==> src/rtl/tpu_fp_pkg.sv <==
// Shared fp32 types and constants for the tpu datapath.
// Holds the fp32 type, the 1.0 constant and the power FSM states.
package tpu_fp_pkg;

  localparam logic [31:0] FP_ONE = 32'h3F80_0000;

  typedef logic [31:0] fp32_t;

  typedef enum logic [1:0] {
    IDLE,
    MUL,
    SQR,
    DONE
  } pow_state_t;

endpackage

==> src/rtl/multiply.sv <==
// Combinational fp32 multiplier, round-to-nearest-even.
// Ports: a, b operands; y product. Denormals flush to zero.
module multiply
  import tpu_fp_pkg::*;
(
  input  fp32_t a,
  input  fp32_t b,
  output fp32_t y
);

  logic              sy;
  logic [7:0]        ea;
  logic [7:0]        eb;
  logic [22:0]       fa;
  logic [22:0]       fb;
  logic              a_nan;
  logic              b_nan;
  logic              a_inf;
  logic              b_inf;
  logic              a_zero;
  logic              b_zero;
  logic [47:0]       prod;
  logic [22:0]       mant;
  logic              guard;
  logic              sticky;
  logic              inc;
  logic [23:0]       mant_r;
  logic signed [9:0] exp_s;

  assign sy = a[31] ^ b[31];
  assign ea = a[30:23];
  assign eb = b[30:23];
  assign fa = a[22:0];
  assign fb = b[22:0];

  assign a_nan  = (ea == 8'hFF) && (fa != '0);
  assign b_nan  = (eb == 8'hFF) && (fb != '0);
  assign a_inf  = (ea == 8'hFF) && (fa == '0);
  assign b_inf  = (eb == 8'hFF) && (fb == '0);
  assign a_zero = (ea == 8'h00);
  assign b_zero = (eb == 8'h00);

  always_comb begin
    prod   = {24'd0, 1'b1, fa} * {24'd0, 1'b1, fb};
    exp_s  = $signed(10'(ea) + 10'(eb) - 10'd127);
    mant   = prod[45:23];
    guard  = prod[22];
    sticky = |prod[21:0];
    // product in [2,4): renormalise by one place
    if (prod[47]) begin
      mant   = prod[46:24];
      guard  = prod[23];
      sticky = |prod[22:0];
      exp_s  = exp_s + 10'sd1;
    end
    inc    = guard & (sticky | mant[0]);
    mant_r = {1'b0, mant} + 24'(inc);
    // rounding carried out: fraction is already zero
    if (mant_r[23]) begin
      exp_s = exp_s + 10'sd1;
    end

    y = {sy, exp_s[7:0], mant_r[22:0]};
    if (a_nan || b_nan) begin
      y = 32'h7FC0_0000;
    end else if (a_inf || b_inf) begin
      if (a_zero || b_zero) y = 32'h7FC0_0000;
      else                  y = {sy, 8'hFF, 23'd0};
    end else if (a_zero || b_zero) begin
      y = {sy, 31'd0};
    end else if (exp_s >= 10'sd255) begin
      y = {sy, 8'hFF, 23'd0};
    end else if (exp_s <= 10'sd0) begin
      y = {sy, 31'd0};
    end
  end

endmodule

==> src/rtl/fp32_power_seq.sv <==
// Sequential fp32 x^n by right-to-left square-and-multiply.
// Ports: clk, reset; in_valid/in_ready/in_x/in_n; out_valid/out_ready/out_pow/out_n.
module fp32_power_seq
  import tpu_fp_pkg::*;
#(
  parameter int          EXP_W  = 6,
  parameter logic [31:0] ONE_FP = FP_ONE
) (
  input  logic             clk,
  input  logic             reset,
  input  logic             in_valid,
  output logic             in_ready,
  input  logic [31:0]      in_x,
  input  logic [EXP_W-1:0] in_n,
  output logic             out_valid,
  input  logic             out_ready,
  output logic [31:0]      out_pow,
  output logic [EXP_W-1:0] out_n
);

  pow_state_t       state;
  pow_state_t       state_d;
  fp32_t            res;
  fp32_t            res_d;
  fp32_t            base;
  fp32_t            base_d;
  logic [EXP_W-1:0] e;
  logic [EXP_W-1:0] e_d;
  logic [EXP_W-1:0] n_q;
  logic [EXP_W-1:0] n_q_d;
  fp32_t            mul_a;
  fp32_t            mul_b;
  fp32_t            mul_y;

  multiply u_mul (
    .a (mul_a),
    .b (mul_b),
    .y (mul_y)
  );

  always_ff @(posedge clk) begin
    if (reset) begin
      state <= IDLE;
      res   <= '0;
      base  <= '0;
      e     <= '0;
      n_q   <= '0;
    end else begin
      state <= state_d;
      res   <= res_d;
      base  <= base_d;
      e     <= e_d;
      n_q   <= n_q_d;
    end
  end

  always_comb begin
    state_d = state;
    res_d   = res;
    base_d  = base;
    e_d     = e;
    n_q_d   = n_q;
    mul_a   = res;
    mul_b   = base;
    unique case (state)
      IDLE: begin
        if (in_valid) begin
          res_d   = ONE_FP;
          base_d  = in_x;
          e_d     = in_n;
          n_q_d   = in_n;
          state_d = (in_n == '0) ? DONE : MUL;
        end
      end
      MUL: begin
        // zero bits still cost a MUL cycle so latency is data independent
        if (e[0]) res_d = mul_y;
        if (e[EXP_W-1:1] == '0) begin
          state_d = DONE;
        end else begin
          e_d     = e >> 1;
          state_d = SQR;
        end
      end
      SQR: begin
        mul_a   = base;
        base_d  = mul_y;
        state_d = MUL;
      end
      DONE: begin
        if (out_ready) state_d = IDLE;
      end
    endcase
  end

  assign in_ready  = (state == IDLE);
  assign out_valid = (state == DONE);
  assign out_pow   = (state == DONE) ? res : '0;
  assign out_n     = (state == DONE) ? n_q : '0;

endmodule

==> config.mk <==
export PLATFORM = sky130hd
export DESIGN_NAME = fp32_power_seq
export DESIGN_NICKNAME = d
export VERILOG_FILES = /design/src/rtl/tpu_fp_pkg.sv /design/src/rtl/multiply.sv /design/src/rtl/fp32_power_seq.sv
export SDC_FILE = /design/constraint.sdc
export NUM_CORES = 2
export LEC_CHECK = 0
export CORE_ASPECT_RATIO = 0.6
export CORE_MARGIN = 2
export CORE_UTILIZATION = 45
export CTS_BUF_LIST = sky130_fd_sc_hd__clkbuf_4
export DETAILED_ROUTE_END_ITERATION = 6
export SYNTH_ARGS = -nofsm -noshare
export SYNTH_HDL_FRONTEND = slang
export SYNTH_HIERARCHICAL = 1
export SYNTH_SLANG_ARGS = --single-unit
export TNS_END_PERCENT = 5
==> constraint.sdc <==
create_clock -name clk -period 21.6 [get_ports clk]
set_input_delay 4.32 -clock clk [delete_from_list [all_inputs] [get_ports clk]]
set_output_delay 4.32 -clock clk [all_outputs]
set_load 0.02 [all_outputs]
==> results.json <==
{
  "drt-initial-drc-count": 2724,
  "row_count": 69,
  "clkLatencyLatePin_ns": 0.48,
  "cts_inserted_buffers": 9,
  "max-slew-margin-rel_pct": 16.85,
  "post-cts-setup-buffer-count": 0,
  "die_x_um": 318.2,
  "slew_viol_final": 0,
  "cts.repair.resized": 0,
  "die_area_um2": 61250,
  "avgSynthCellArea_um2": 8.096,
  "yosysTopAreaCellShare_pct": 36.28,
  "grt_pass1_wl_mm": 143.2,
  "routed_wl_mm": 93.61,
  "ant_nets": 0,
  "core_area_um2": 58880,
  "path_clk_slew_ns": 0.14,
  "drive_above_1_share_pct": 3.995,
  "synth_edf_count": 0,
  "cp-end-kind": "register",
  "clock_sinks": 78,
  "vias": 23210,
  "fin_area_um2": 28140,
  "antenna_found_initial": 2,
  "timing.setup.tns_ns": 0,
  "setup_ws_ns": 7.148,
  "placed_cell_area_um2": 28000,
  "critical_path_class": "register to register",
  "ys_warn_count": 6,
  "cpPeakStageDelay_ns": 0.97,
  "synth_area_um2": 26650,
  "power_w": 0.0008519,
  "syn_inst": 3292,
  "ys_ff_latch": 78,
  "seq_area_frac_synth_pct": 5.859,
  "final_util_pct": 47.79,
  "io_buffers": 81,
  "gp_congestion": 0.9956,
  "fmax_mhz": 69.20,
  "syn_nets": 4008,
  "cts_root_buf": "clkbuf_4",
  "total_leakage_power_nw": 13.15,
  "clockBufferDepth": 2,
  "worstPathArrival_ns": 14.87,
  "htreeDepth": 3,
  "power_density_nw_per_um2": 30.28,
  "grt_setup_unrepaired": "no",
  "die_h_um": 192.5,
  "initial_utilization_pct": 45.26,
  "areaGrowthSynthToFinish_pct": 5.578,
  "async_reset_ff_share_pct": 0,
  "hold_viol": 0,
  "cap_violations": 0,
  "vdd_drop_max_mv": 0.03066,
  "cp.required_ns": 22.02,
  "pre_cts_ws_ns": 7.599,
  "worst_slew_pin_slew_ns": 1.244,
  "grt_max_degree": 68,
  "drc_errors": 0,
  "synth_flop_cell": "dfxtp_1",
  "clock_skew_ns": 0.01717,
  "synth_top_area_cell": "fa_1",
  "vias_per_cell": 5.749,
  "fin_crit_ns": 14.45,
  "drt-pass1-iter-count": 6,
  "routedWlPerCell_um": 23.19,
  "nets": 3965,
  "cts_hold_buffers": 0,
  "setup_viol": 0,
  "slowest_stage": "dfxtp_2",
  "status": "completed",
  "hpwlAfterDp_mm": 75.60,
  "cp-start-kind": "register",
  "num_io_pins": 82,
  "grtUsageTotal_pct": 30.98,
  "cp_max_fo": 61,
  "synth_cell_types": 97,
  "grt_pass1_vias": 23080,
  "hold_path_class": "register to register",
  "synth_area_leaders": "fa_1, ha_1, inv_1, nand2_1, and2_1",
  "grt_overflow": 0,
  "tritoncts": "built",
  "layout_worst_path_cycle_share_pct": 66.91
}
[cells in the mapped netlist (5+ instances only)]
| cell | n |
|---|---|
| a22oi_1 | 7 |
| o41a_1 | 8 |
| o311ai_0 | 6 |
| and2_1 | 252 |
| and3_1 | 47 |
| nor4_1 | 39 |
| o21ai_1 | 32 |
| or4_1 | 5 |
| inv_1 | 609 |
| o22ai_1 | 6 |
| buf_4 | 11 |
| buf_2 | 35 |
| a211oi_1 | 9 |
| nor2b_1 | 12 |
| o21ai_0 | 61 |
| or2_2 | 10 |
| nand2_1 | 582 |
| a21oi_1 | 76 |
| a31oi_1 | 49 |
| nand4_1 | 39 |
| a21boi_0 | 5 |
| nor3_1 | 33 |
| o211ai_1 | 13 |
| a2111oi_0 | 8 |
| a221oi_1 | 5 |
| ha_1 | 191 |
| mux2i_1 | 36 |
| nand2b_1 | 10 |
| dfxtp_1 | 78 |
| o31ai_1 | 12 |
| a21o_1 | 8 |
| nor2_1 | 122 |
| fa_1 | 483 |
| a211oi_2 | 9 |
| xor2_1 | 19 |
| clkbuf_1 | 121 |
| o21a_1 | 18 |
| mux2_2 | 6 |
| and4_1 | 13 |
| nand3_1 | 26 |
| xnor2_1 | 59 |
| buf_1 | 7 |
| or3_1 | 9 |
[flip-flops by register name, indices dropped and copies added (netlist names)]
signal,count
base,32
e,6
n_q,6
res,32
state,2
[metrics by stage]
step	instances	hold slack (ns)
after floorplan	3292	0.4321
after global placement	4019	0.4445
after detailed placement	4019	0.4498
after CTS	4035	0.4741
after global routing	4035	0.4954
final	4037	0.4673
[layout by cell type, fill, tap and decap left out, drive strengths merged, types with 19 or more instances in the layout]
cell type        n
a31oi           49
inv            611
xor2            19
dfxtp           78
buf             43
o21ai           93
clkdlybuf4s50   81
mux2i           37
and2           252
xnor2           59
a21oi           81
fa             483
nor2           124
nand2          584
nor3            38
nand3           27
ha             191
and3            47
nand4           39
nor4            44
[final timing paths]
path              startpoint  endpoint  slack [ns]  cells after the start
setup / recovery    state[1]  base[22]        7.15                     40
setup reg to reg    state[1]  base[22]        7.15                     40
hold / removal        n_q[0]    n_q[0]        0.47                      2
hold reg to reg       n_q[0]    n_q[0]        0.47                      2
[routing by layer]
layer	up-vias	global-route usage (%)	wire length [um]
met2	1143	40.61	35420
met4	0	4.375	1169
met3	69	12.86	13170
li1	10300	-	-
met1	11700	47.31	43860
met5	-	0	0
[worst max-delay path: cells and delay by family (launching register included)]
kind            cells  cell delay, ns
xor+xnor            1            0.19
simple gates       15            5.27
compound gates      8            3.05
buf+inv             7            1.29
fa+ha+maj           9            3.54
flops               1            0.97
[cell families after synthesis]
logic type                 synth area share, %
AOI/OAI and AO/OA                        10.31
xor gates and xnor gates                 2.563
muxes                                    1.657
DFF                                      5.859
adders and majority gates                45.25
and+or+nand+nor                          22.81
buffers and inverters                    11.55
[area by class of cell]
type | count | area [um^2]
clock buffer | 10 | 75.07
clock inverter | 6 | 61.31
fill | 5813 | 30740
tap | 781 | 977.2
antenna | 2 | 5.005
sequential | 78 | 1563
timing repair buffer | 124 | 1134
inverter | 613 | 2301
multi-input combinational | 2423 | 22020
[power by group]
group	internal [W]	switching [W]
logic	0.000184	0.000402
registers	0.000156	0.0000138
clock network	0.0000364	0.0000589
No activity file was read; power rests on OpenSTA's default activity.
